--- src/rtl/ram_port_arbiter.sv ---
// Round-robin arbiter that shares one SPI-attached RAM between two requesters and
// sequences each granted transaction into the RAM's 2-bit-opcode command stream.
module ram_port_arbiter #(
    parameter int ADDR_SIZE = 8,
    parameter int TIMEOUT   = 15
) (
    input  logic                 clk,
    input  logic                 rst_n,
    input  logic                 req0,
    input  logic                 req1,
    input  logic                 we0,
    input  logic                 we1,
    input  logic [ADDR_SIZE-1:0] addr0,
    input  logic [ADDR_SIZE-1:0] addr1,
    input  logic [ADDR_SIZE-1:0] wdata0,
    input  logic [ADDR_SIZE-1:0] wdata1,
    output logic                 gnt0,
    output logic                 gnt1,
    output logic                 done0,
    output logic                 done1,
    output logic [ADDR_SIZE-1:0] rdata,
    output logic                 err,
    output logic                 busy,
    output logic [ADDR_SIZE+1:0] ram_din,
    output logic                 ram_rx_valid,
    input  logic [ADDR_SIZE-1:0] ram_dout,
    input  logic                 ram_tx_valid
);

    localparam int CNT_W = (TIMEOUT > 1) ? $clog2(TIMEOUT) : 1;
    localparam logic [CNT_W-1:0] CNT_LAST = CNT_W'(TIMEOUT - 1);

    typedef enum logic [2:0] {
        IDLE,
        WR_ADDR,
        WR_DATA,
        RD_ADDR,
        RD_CMD,
        RD_WAIT,
        DONE
    } state_t;

    state_t               state;
    state_t               state_next;
    logic                 owner;
    logic                 last_served;
    logic                 we_q;
    logic [ADDR_SIZE-1:0] addr_q;
    logic [ADDR_SIZE-1:0] wdata_q;
    logic [CNT_W-1:0]     wait_cnt;

    logic                 grant_valid;
    logic                 winner;
    logic                 win_we;
    logic [ADDR_SIZE-1:0] win_addr;
    logic [ADDR_SIZE-1:0] win_wdata;
    logic                 read_hit;
    logic                 timeout_hit;
    logic                 enter_done;

    // On a tie the port that was not served last wins; otherwise the lone requester.
    assign grant_valid = (state == IDLE) && (req0 || req1);
    assign winner      = (req0 && req1) ? ~last_served : req1;
    assign win_we      = winner ? we1 : we0;
    assign win_addr    = winner ? addr1 : addr0;
    assign win_wdata   = winner ? wdata1 : wdata0;

    assign read_hit    = (state == RD_WAIT) && ram_tx_valid;
    assign timeout_hit = (state == RD_WAIT) && !ram_tx_valid && (wait_cnt == CNT_LAST);
    assign enter_done  = (state_next == DONE);
    assign busy        = (state != IDLE);

    always_comb begin
        state_next = state;
        unique case (state)
            IDLE:    if (grant_valid) state_next = win_we ? WR_ADDR : RD_ADDR;
            WR_ADDR: state_next = WR_DATA;
            WR_DATA: state_next = DONE;
            RD_ADDR: state_next = RD_CMD;
            RD_CMD:  state_next = RD_WAIT;
            RD_WAIT: if (read_hit || timeout_hit) state_next = DONE;
            DONE:    state_next = IDLE;
            default: state_next = IDLE;
        endcase
    end

    // The address phase opcode differs only in its top bit between write and read.
    always_comb begin
        ram_din      = '0;
        ram_rx_valid = 1'b0;
        unique case (state)
            WR_ADDR, RD_ADDR: begin
                ram_rx_valid = 1'b1;
                ram_din      = {~we_q, 1'b0, addr_q};
            end
            WR_DATA: begin
                ram_rx_valid = 1'b1;
                ram_din      = {2'b01, wdata_q};
            end
            RD_CMD: begin
                ram_rx_valid = 1'b1;
                ram_din      = {2'b11, {ADDR_SIZE{1'b0}}};
            end
            default: ;
        endcase
    end

    always_ff @(posedge clk or negedge rst_n) begin
        if (!rst_n) begin
            state <= IDLE;
        end else begin
            state <= state_next;
        end
    end

    always_ff @(posedge clk or negedge rst_n) begin
        if (!rst_n) begin
            owner   <= 1'b0;
            we_q    <= 1'b0;
            addr_q  <= '0;
            wdata_q <= '0;
            gnt0    <= 1'b0;
            gnt1    <= 1'b0;
        end else begin
            gnt0 <= grant_valid && !winner;
            gnt1 <= grant_valid && winner;
            if (grant_valid) begin
                owner   <= winner;
                we_q    <= win_we;
                addr_q  <= win_addr;
                wdata_q <= win_wdata;
            end
        end
    end

    // Counter sits at zero outside RD_WAIT so it is already cleared on entry.
    always_ff @(posedge clk or negedge rst_n) begin
        if (!rst_n) begin
            wait_cnt <= '0;
        end else if (state == RD_WAIT) begin
            wait_cnt <= wait_cnt + 1'b1;
        end else begin
            wait_cnt <= '0;
        end
    end

    always_ff @(posedge clk or negedge rst_n) begin
        if (!rst_n) begin
            done0       <= 1'b0;
            done1       <= 1'b0;
            err         <= 1'b0;
            rdata       <= '0;
            last_served <= 1'b1;
        end else begin
            done0 <= enter_done && !owner;
            done1 <= enter_done && owner;
            err   <= timeout_hit;
            if (read_hit) begin
                rdata <= ram_dout;
            end else if (timeout_hit) begin
                rdata <= '0;
            end
            if (state == DONE) begin
                last_served <= owner;
            end
        end
    end

endmodule

--- config.mk ---
export PLATFORM = sky130hd
export DESIGN_NAME = ram_port_arbiter
export DESIGN_NICKNAME = d
export VERILOG_FILES = /design/src/rtl/ram_port_arbiter.sv
export SDC_FILE = /design/constraint.sdc
export NUM_CORES = 1
export LEC_CHECK = 0
export BUFFER_PORTS_ARGS = -buffer_cell sky130_fd_sc_hd__buf_2
export CORE_ASPECT_RATIO = 1.75
export CORE_UTILIZATION = 51
export CTS_CLUSTER_SIZE = 16
export DETAILED_ROUTE_END_ITERATION = 7
export PLACE_DENSITY = 0.84
export SYNTH_ARGS = -nofsm -noshare
export SYNTH_HDL_FRONTEND = slang
export SYNTH_SLANG_ARGS = --single-unit
--- constraint.sdc ---
create_clock -name clk -period 3.45 [get_ports clk]
set_clock_uncertainty 0.05 [all_clocks]
set_input_delay 0.1725 -clock clk [delete_from_list [all_inputs] [get_ports clk]]
set_output_delay 0.1725 -clock clk [all_outputs]
set_load 0.03 [all_outputs]
---- Word level (Yosys, flattened, before mapping) ----
Cells that the tools add are included.
word-level totals
  bits in registers ....................... 39
operators by class
  add/subtract/negate cells ............... 1
  bitwise logic cells ..................... 2
  reduce and logical (&&, ||, !) cells .... 19
  mux-type cells .......................... 13
  equal/unequal tests ..................... 8
operators by type and width
  operator             number
  $mux 8               4
  $pmux 10 s3          1
  $pmux 3 s6           1
  $eq 3x3->1 const B   4
  $logic_and 1x1->1    9
  $eq 3x2->1 const B   2
  $mux 3               2
  $add 4x1->4 const B  1
  $eq 4x4->1 const B   1
  $mux 4               1
  $reduce_or 4->1      1
  $eq 3x1->1 const B   1
  $logic_not 1->1      3
  $logic_not 3->1      1
  $mux 1               3
  $reduce_bool 3->1    1
  $logic_or 1x1->1     2
  $mux 2               1
  $not 1->1            2
  $reduce_bool 2->1    1
  $reduce_or 2->1      1

---- Longest topological paths before layout ----
Gate-level depths: netlist of run 1.
  word-level depth ........................ 8
  depth in mapped cells ................... 6

---- Worst setup path before layout of run 1 ----
No wires, ideal clock.
  path type ............................... register -> register
  start point ............................. reg state[1]
  end point ............................... reg rdata[0]
  cell stages (with the launch flop) ...... 5
  period minus slack after synthesis ...... 1455 ps
  required time ........................... 3279 ps
  buffers on the path ..................... 1
  slack ................................... 1995 ps
  arrival ................................. 1285 ps
  library setup time ...................... 121 ps
  path through ............................ dfrtp_1 > nand3b_1 > or2_1 > buf_6 > a22o_1
on the way
  longest elaborated chain between the ends .. 4
  elaborated cells on any way between the ends .. 6
  those cells by class .................... eq/ne: 1; mux: 1; reduce/logical: 4
ends and longest elaborated chain
  item                             line    RTL
  from (decl)                      43      state_t state;
  from (signal assigned)           112     state <= state_next;
  $eq 3x3->1 *                     68, 69
  $logic_and 1x1->1 (2 in series)  69      assign timeout_hit = (state == RD_WAIT) && !ram_tx_valid && (wait_cnt == CNT_LAST);
  $reduce_bool 2->1 (no line)      --
  to (signal assigned)             159     rdata <= ram_dout;
  to (decl)                        21      output logic [ADDR_SIZE-1:0] rdata,
Every way passes the cells marked *; elsewhere a longest branch is shown, timed or not.
A chain may end at the register's enable or synchronous reset.

---- Worst setup path in the final report of run 1 ----
  start point ............................. reg state[0]
  end point ............................... out ram_din[5]
on the way
  longest elaborated chain between the ends .. 3
  elaborated cells on any way between the ends .. 6
  those cells by class .................... eq/ne: 4; mux: 1; reduce/logical: 1
ends and longest elaborated chain
  item                                             line  RTL
  $eq 3x1->1 / $eq 3x2->1 (equally long branches)  91    unique case (state)
  $reduce_or 2->1                                  91
  $pmux 10 s3 *                                    91
  to (decl)                                        24    output logic [ADDR_SIZE+1:0] ram_din,
Marks and branches as above.

==> results of run 1 <==
## path summary, 6_finish.rpt
kind                            depth (start not counted)  slack (ps)          startpoint                      to
worst max-delay path                                    4        1260  state[0]$_DFF_PN0_              ram_din[5]
min in group asynchronous                               2         460               rst_n  wdata_q[3]$_DFFE_PN0P_
worst min register to register                          1         440    we_q$_DFFE_PN0P_        we_q$_DFFE_PN0P_
worst max register to register                          4        1510  state[0]$_DFF_PN0_   addr_q[7]$_DFFE_PN0P_
max in group asynchronous                               2        2380               rst_n   addr_q[1]$_DFFE_PN0P_
worst min-delay path                                    2          20        ram_tx_valid           err$_DFF_PN0_
## cell usage in the layout, fill, tap and decap left out, types with 2 or more instances in the layout
cell      synthesis  routed
and3_1           18      18
dfrtp_1          38      38
nand2b_1          3       3
a21boi_1          2       2
clkbuf_8          0       5
a211o_1           2       2
xor2_1            2       2
clkinv_2          0       3
buf_2             4      71
a22o_1            8       8
and2_1            2       2
a22oi_1           8       8
o21ai_1           2       2
inv_1             4       4
nand3_1           2       2
nor2_1           15      15
buf_4             1       2
a221o_1          16      16
ha_1              2       2
## critical path, stage by stage (launching register included)
cell and delay (ps):
dfrtp_1 540, nor2b_1 590, a22oi_1 140, nor2_1 170, buf_2 220
## through the flow
stage	area [um2]	std cells
after floorplan	1760	153
after global placement	2116	257
after detailed placement	2116	257
after CTS	2210	266
after global routing	2210	266
final	2210	266
## cell type report
cell class	instances	area [um2]
flip-flops and latches	39	977.2
clock buffers	5	68.82
well taps	43	53.80
multi-input cells	98	699.4
fillers	253	999.7
clock inverters	3	15.01
repair buffers	74	380.4
inverters	4	15.01
## power by group through the flow
stage | registers (mW) | logic [mW] | clock network (mW)
floorplan | 0.848 | 0.628 | 0
global route | 0.833 | 1.00 | 0.332
finish | 0.806 | 0.930 | 0.300
CTS | 0.802 | 0.935 | 0.307
detailed placement | 0.809 | 0.934 | 0
global placement | 0.799 | 0.907 | 0
## sequential cells by signal, indices dropped and copies added (netlist names), 3 cells and up
signal	flops
wait_cnt	4
state	3
wdata_q	8
addr_q	8
rdata	8
## per-layer routing
layer | wire (um) | part of all wire (%)
met1 | 1616 | 39
met2 | 2169 | 53
met3 | 205 | 5.0
met4 | 112 | 2.7
met5 | 0 | 0
## kinds of logic (layout without fill, tap and decap cells)
group	Yosys count	in the layout	share of synthesized area, %
AND/OR/NAND/NOR	48	48	15.00
multiplexers	1	1	0.6396
flip-flops	39	39	55.51
adder cells (fa/ha/maj)	2	2	1.421
AO/OA/AOI/OAI	44	44	21.18
XOR/XNOR	3	3	1.493
buffers and inverters	16	86	4.762
## repair_timing
action                                 4_1_cts  5_1_grt
endpoints found under the hold margin       38        0
hold buffers                                 1        0
setup buffers                                0        0
==> key figures, run 1 <==
STA
  – Final setup fails: 0
  – Fmax achieved: 457.3 MHz
  – Final Max Tran Viols: 0
  – Part of the cycle the worst path needs: 63.38%
  – RSZ-0062 raised after global routing: no
  – Hold Fails Final Rpt: 0
  – Slew margin rel.: ~29%
  – Crit path time final: 2187 ps
  – Fin worst setup slack: 1263 ps
  – Least-Margin Pin Slew: 1066 ps
  – Setup_tns: 0 ps
  – Hold_ws: 21.28 ps

Placed design
  – Pre-CTS setup slack: 1533 ps
  – Gpl congestion: 0.7592
  – IO Port Bufs: a little over 70
  – Detail Placement HPWL: 3030 um

Pwr
  – Clock power share: 14.7%
  – Combinational fraction of design power: 45.7%
  – Pint: around 1.2 mW
  – P_sw: between 0.8 and 0.9 mW
  – Sw frac: 43.44%
  – Share of power burned in registers: 39.6%
  – PwrDens: 921.8 nW/um2
  – Lkg Pwr: 1.193 nW
  – Final Total Pwr: 2.037 mW
  – Max VDD drop: between 0.0005 and 0.0006 V

Yosys
  – Syn_area_per_cell: 11.51 um2
  – Syn Std Cell Area: approximately 1800 um2
  – Register bit total from synthesis: 39
  – Synth cell types: 36
  – Syn nets: 202
  – Yosys top cell by area: dfrtp_1
  – Post-synth EDFFs: 0
  – Most common cell in the netlist: dfrtp_1
  – FFs w/ async S/R, synth: 100.0%
  – Top post-synthesis cells by area: dfrtp_1 (54%), a221o_1 (9.1%), and3_1 (6.4%)
  – Register area share after synthesis: 55.51%
  – Most frequent cells after synthesis: dfrtp_1 (38), and3_1 (18), a221o_1 (16)
  – Post-Syn Instances: 153
  – Yosys Warn Count: 0
  – Top FF cell, synth: dfrtp_1
  – Area share of the largest cell type after synthesis: 54.02%

Die
  – # IOs: 72
  – CORE AREA: ~3200 um2
  – Chip height: 79.72 um
  – Die Span X: 46.41 um
  – Initial core utilization: 54.85%
  – Die Footprint: about 3700 um2
  – Site Rows: 27

Clocking
  – Clk_lat worst skew: 300 ps
  – H-tree levels: 2
  – Number of buffers created by CTS: 5
  – CTS tree: yes
  – Clock root cell: clkbuf_8
  – Clock transition at path regs: 80 ps
  – Max clock buf depth: 2
  – Clock sinks: 39
  – CTS resizes: 0

Worst setup path
  – Crit-path max FO: 14
  – CP required: roughly 3200 ps
  – Endpoint class of the critical path: primary output
  – CP startpoint kind: flip-flop
  – Setup CP Type: reg2out
  – Worst endpoint data arrival time: 1960 ps

Worst hold path
  – Worst Hold Class: in2reg

Detailed routing
  – Vias per cell: 5.632
  – Routed vias: 1498
  – Post-route DRC violation count: 0
  – WL final: around 4100 um
  – Initial DRC count: 38
  – Antenna viol nets, final: 0
  – Drt wl/cell: 15.43 um
  – Pre-Repair DR Iteration Count: 4

Global route
  – Largest net degree at the start of global routing: 40
  – Total track usage: 24.48%
  – Vias in the first global route: 1441
  – Met2 GRT Util: 40.69%
  – Layer with the highest usage: met2
  – First-pass GRT wire length: 6334 um
  – GR Util met1: 27.80%
  – GR Util met3: ~5.9%
  – Overflow after GRT: 0
  – Initial antenna violation count: 0

Cells and area
  – ANT cells: 0
  – Final Util: 68.85%
  – Nets: 271
  – Layout area overhead: 25.52%
  – Share of cells above drive strength 1: a little under two fifths

Status
  – Status: finished, final reports clean

Job
  – Number of max-cap violations: 0
Note: power is estimated with default switching activity, not from simulation.
==> inputs of run 2 (changes only) <==
- CORE_UTILIZATION: 51 -> 43
- PLACE_DENSITY: 0.84 -> 0.75
- clock period: 3.45 -> 1.9 ns (I/O delays scaled with it)
==> key figures, run 2 (synthesized netlist as in run 1, its figures left out) <==
Cells and area
  – Commonest non-fill, non-tap cell in the layout: buf_2
  – Largest regs: addr_q (8), rdata (8), wdata_q (8)
  – Layout area overhead: 43.50%
  – Register area: 977.2 um2
  – Final Non-Filler Cells: 301
  – Design Area, Final: 2526 um2
  – Share of cells above drive strength 1: around 34%
  – Nets: 301
  – Final Util: 64.71%
  – Footprint of the multi-input gates: 699.4 um2
  – Commonest cells after routing, fill and taps aside: buf_2 (71), dfrtp_1 (38), dlygate4sd3_1 (26)
  – FILL cells: about 310
  – ANT cells: 0

Clocking
  – Number of buffers created by CTS: 5
  – # Post-CTS Setup Buffers: 0
  – Clk_lat worst skew: 290 ps
  – Hold buffer count at CTS: 26
  – Clock transition at path regs: 70 ps
  – Max clock buf depth: 2
  – CTS tree: yes
  – Clock root cell: clkbuf_8
  – Clock sinks: 39
  – CTS resizes: 0
  – H-tree levels: 2

Pwr
  – PwrDens: between 1500 and 2000 nW/um2
  – Max VDD drop: approximately 0.0012 V
  – Lkg Pwr: 1.327 nW
  – Final Total Pwr: 3.916 mW

STA
  – Fin worst setup slack: 146.4 ps
  – Setup_tns: 0 ps
  – RSZ-0062 raised after global routing: no
  – Hold_ws: 82.15 ps
  – Hold Fails Final Rpt: 0
  – Crit path time final: 1754 ps
  – Fmax achieved: 570.3 MHz
  – Part of the cycle the worst path needs: 92.29%
  – Slew margin rel.: 30.57%
  – Least-Margin Pin Slew: 1039 ps
  – Final setup fails: 0
  – Final Max Tran Viols: 0

Job
  – Number of max-cap violations: 0

Global route
  – Vias in the first global route: about 1700
  – Initial antenna violation count: 0
  – Total track usage: 22.50%
  – Largest net degree at the start of global routing: 40
  – First-pass GRT wire length: 7307 um
  – Overflow after GRT: 0

Status
  – Status: finished, final reports clean

Detailed routing
  – Routed vias: 1584
  – Vias per cell: 5.262
  – Antenna viol nets, final: 0
  – Drt wl/cell: 14.93 um
  – Initial DRC count: 31
  – Pre-Repair DR Iteration Count: 4
  – Post-route DRC violation count: 0
  – WL final: about 4500 um

Placed design
  – Detail Placement HPWL: ~2800 um
  – Pre-CTS setup slack: 212.2 ps
  – Dpl cells: around 270
  – Gpl congestion: 0.7377
  – Area after DPL: 2160 um2
  – IO Port Bufs: between 70 and 80

Worst setup path
  – Setup CP Type: reg2reg
  – CP required: approximately 2000 ps
  – Worst endpoint data arrival time: 1860 ps
  – Crit-path max FO: 18
  – CP startpoint kind: flip-flop
  – Endpoint class of the critical path: flip-flop

Die
  – Chip height: 86.64 um
  – Initial core utilization: 45.10%
  – Die Footprint: between 4000 and 5000 um2
  – Die Span X: ~50 um
  – CORE AREA: 3904 um2
  – # IOs: 72
  – Site Rows: 30

Worst hold path
  – Worst Hold Class: in2reg
-- run 2: cell count changes in the layout (fill, tap and decap cells not counted), sizes merged --
cell	change
clkbuf	+2
buf	+5
dlygate4sd3	+25
clkinv	-3
bufinv	+1
-- run 2: cell type report --
| cell class | instances | area share, % |
|---|---|---|
| Timing Repair Buffer | 104 | 26.45 |
| Sequential cell | 39 | 38.68 |
| Clock inverter | 1 | 1.189 |
| Multi-Input combinational cell | 98 | 27.69 |
| Clock buffer | 7 | 3.021 |
| Tap cell | 48 | 2.377 |
| Inverter | 4 | 0.5944 |
-- run 2: power by group --
| part | total [mW] | switching (mW) | internal [mW] |
|---|---|---|---|
| Combinational | 1.85 | 1.09 | 0.756 |
| Sequential | 1.40 | 0.228 | 1.17 |
| Clock | 0.665 | 0.272 | 0.393 |
| Total | 3.92 | 1.59 | 2.32 |
-- run 2: per-layer routing --
metal / wire length (um) / global-route usage [%] / vias to the layer above
met5: 0 / 0 / -
met1: 1774 / 24.28 / 735
met2: 2397 / 41.33 / 69
met3: 257 / 5.614 / 5
li1: - / - / 775
met4: 65 / 8.081 / 0
-- run 2: worst max-delay path: stages, from the launching register on --
cell and delay, ps:
dfstp_2 380, a21boi_1 810, and3_1 290, o311ai_1 90
-- run 2: worst paths after layout --
check,startpoint,slack (ps),cells past startpoint,end
max in group asynchronous,rst_n,870,2,rdata[3]$_DFFE_PN0P_
hold reg to reg,owner$_DFFE_PN0P_,420,1,done0$_DFF_PN0_
setup reg to reg,last_served$_DFFE_PN1N_,150,3,state[1]$_DFF_PN0_
setup / recovery,last_served$_DFFE_PN1N_,150,3,state[1]$_DFF_PN0_
min in group asynchronous,rst_n,400,2,wait_cnt[3]$_DFF_PN0_
hold / removal,addr1[1],80,3,addr_q[1]$_DFFE_PN0P_
==> inputs of run 3 (changes only) <==
- CORE_MARGIN: not set -> 2
==> key figures, run 3 (synthesized netlist as in run 1, its figures left out) <==
Status
  – Status: finished, final reports clean

Worst setup path
  – CP required: 1750 ps
  – Endpoint class of the critical path: primary output
  – Critical-path cell list: buf_4 -> inv_1 -> or3_1 -> o21ai_1 -> buf_2
  – Crit-path slowest cell: or3_1
  – Crit-path max FO: 13
  – Setup CP Type: reg2out
  – Cells on worst reg2reg path: 5
  – Setup slack, reg-to-reg: 250 ps
  – R2R Path End: rdata[7]$_DFFE_PN0P_
  – Worst endpoint data arrival time: 1600 ps
  – CP startpoint kind: flip-flop
  – FF-to-FF Start: wait_cnt[0]$_DFF_PN0_
  – Delay of the slowest critical-path stage: between 300 and 400 ps

STA
  – Part of the cycle the worst path needs: approximately 92%
  – Hold_ws: 38.40 ps
  – Fin worst setup slack: 152.0 ps
  – Least-Margin Pin Slew: 848.8 ps
  – Setup_tns: 0 ps
  – Final Max Tran Viols: 0
  – RSZ-0062 raised after global routing: no
  – Crit path time final: ~1700 ps
  – Hold Fails Final Rpt: 0
  – Slew margin rel.: a little over two fifths
  – Fmax achieved: 572.1 MHz
  – Final setup fails: 0

Cells and area
  – Commonest cells after routing, fill and taps aside: buf_2 (71), dfrtp_1 (38), dlygate4sd3_1 (25)
  – Register area: 977.2 um2
  – Nets: 300
  – ANT cells: 0
  – Design Area, Final: 2520 um2
  – Final Non-Filler Cells: 300
  – Final Util: 64.55%
  – Largest regs: addr_q (8), rdata (8), wdata_q (8)
  – FILL cells: 320
  – Footprint of the multi-input gates: between 700 and 800 um2
  – Commonest non-fill, non-tap cell in the layout: buf_2
  – Share of cells above drive strength 1: 34.52%
  – Layout area overhead: 43.14%

Die
  – CORE AREA: 3904 um2
  – Initial core utilization: between 40% and 50%
  – Die Span X: between 50 and 60 um
  – # IOs: 72
  – Die Footprint: between 4000 and 5000 um2
  – Site Rows: 30
  – Chip height: 88.64 um

Detailed routing
  – Routed vias: 1623
  – Antenna viol nets, final: 0
  – Initial DRC count: 18
  – Drt wl/cell: 15.06 um
  – Vias per cell: 5.410
  – Pre-Repair DR Iteration Count: 4
  – WL final: 4517 um
  – Post-route DRC violation count: 0

Clocking
  – Clk_lat worst skew: 290 ps
  – # Post-CTS Setup Buffers: 0
  – Number of buffers created by CTS: 5
  – CTS tree: yes
  – Clock sinks: 39
  – Clock root cell: clkbuf_8
  – Clock transition at path regs: 80 ps
  – Max clock buf depth: 2
  – H-tree levels: 2

Pwr
  – Lkg Pwr: 1.323 nW
  – Final Total Pwr: 3.924 mW
  – Max VDD drop: just over 0.0009 V
  – PwrDens: roughly 1600 nW/um2

Global route
  – Total track usage: 21.33%
  – First-pass GRT wire length: 7307 um
  – Initial antenna violation count: 0
  – Vias in the first global route: between 1500 and 2000
  – Largest net degree at the start of global routing: 40
  – Overflow after GRT: 0

Worst hold path
  – Worst Hold Class: in2reg
  – Hold wc startpoint: addr0[2]
  – Hold Path Stages: 2
  – WHS Endpoint: addr_q[2]$_DFFE_PN0P_

Placed design
  – Area after DPL: 2160 um2
  – Gpl congestion: about 0.74
  – Dpl cells: 267
  – IO Port Bufs: slightly above 70
  – Detail Placement HPWL: 2914 um
  – Pre-CTS setup slack: 175.5 ps

Job
  – Number of max-cap violations: 0
run 3: cell type report:
cell class	instances	share of cell area (%)
Tap cell	48	2.383
Inverter	4	0.5958
Timing Repair Buffer	103	26.12
Clock inverter	1	1.192
Sequential cell	39	38.78
Clock buffer	7	3.029
Multi-Input combinational cell	98	27.90
run 3: critical path, delay by kind of cell (launching register included):
family	cells	cell delay [ps]
and+or+nand+nor	1	370
AOI/OAI and AO/OA	1	80
buffers and inverters	3	500
DFF	1	360
run 3: power by group:
group	internal, mW	total (mW)	switching (mW)
logic	0.756	1.86	1.11
clock network	0.393	0.676	0.284
registers	1.17	1.38	0.210
run 3: timing repair:
action | in CTS | in global routing
hold buffers | 25 | 0
endpoints found under the setup margin | 0 | 2
hold endpoints to repair | 62 | 0
gates resized for setup | 0 | 1
run 3: metal layers:
metal / GRT usage [%] / vias up / wire length, um
li1: - / 769 / -
met1: 22.26 / 780 / 1741
met2: 39.32 / 67 / 2436
met3: 4.899 / 7 / 233
met4: 9.324 / 0 / 106
met5: 0 / - / 0
run 3: how the worst max path moves through the flow:
| stage | start | end | slack [ps] | cells after the start |
|---|---|---|---|---|
| after global placement | last_served$_DFFE_PN1N_ | state[1]$_DFF_PN0_ | 200 | 3 |
| after CTS | state[0]$_DFF_PN0_ | ram_din[9] | 150 | 5 |
| after floorplan | state[1]$_DFF_PN0_ | rdata[0]$_DFFE_PN0P_ | 440 | 4 |
| final | state[0]$_DFF_PN0_ | ram_din[9] | 150 | 5 |
| after detailed placement | last_served$_DFFE_PN1N_ | state[1]$_DFF_PN0_ | 180 | 3 |
| after global routing | state[0]$_DFF_PN0_ | ram_din[9] | 80 | 5 |
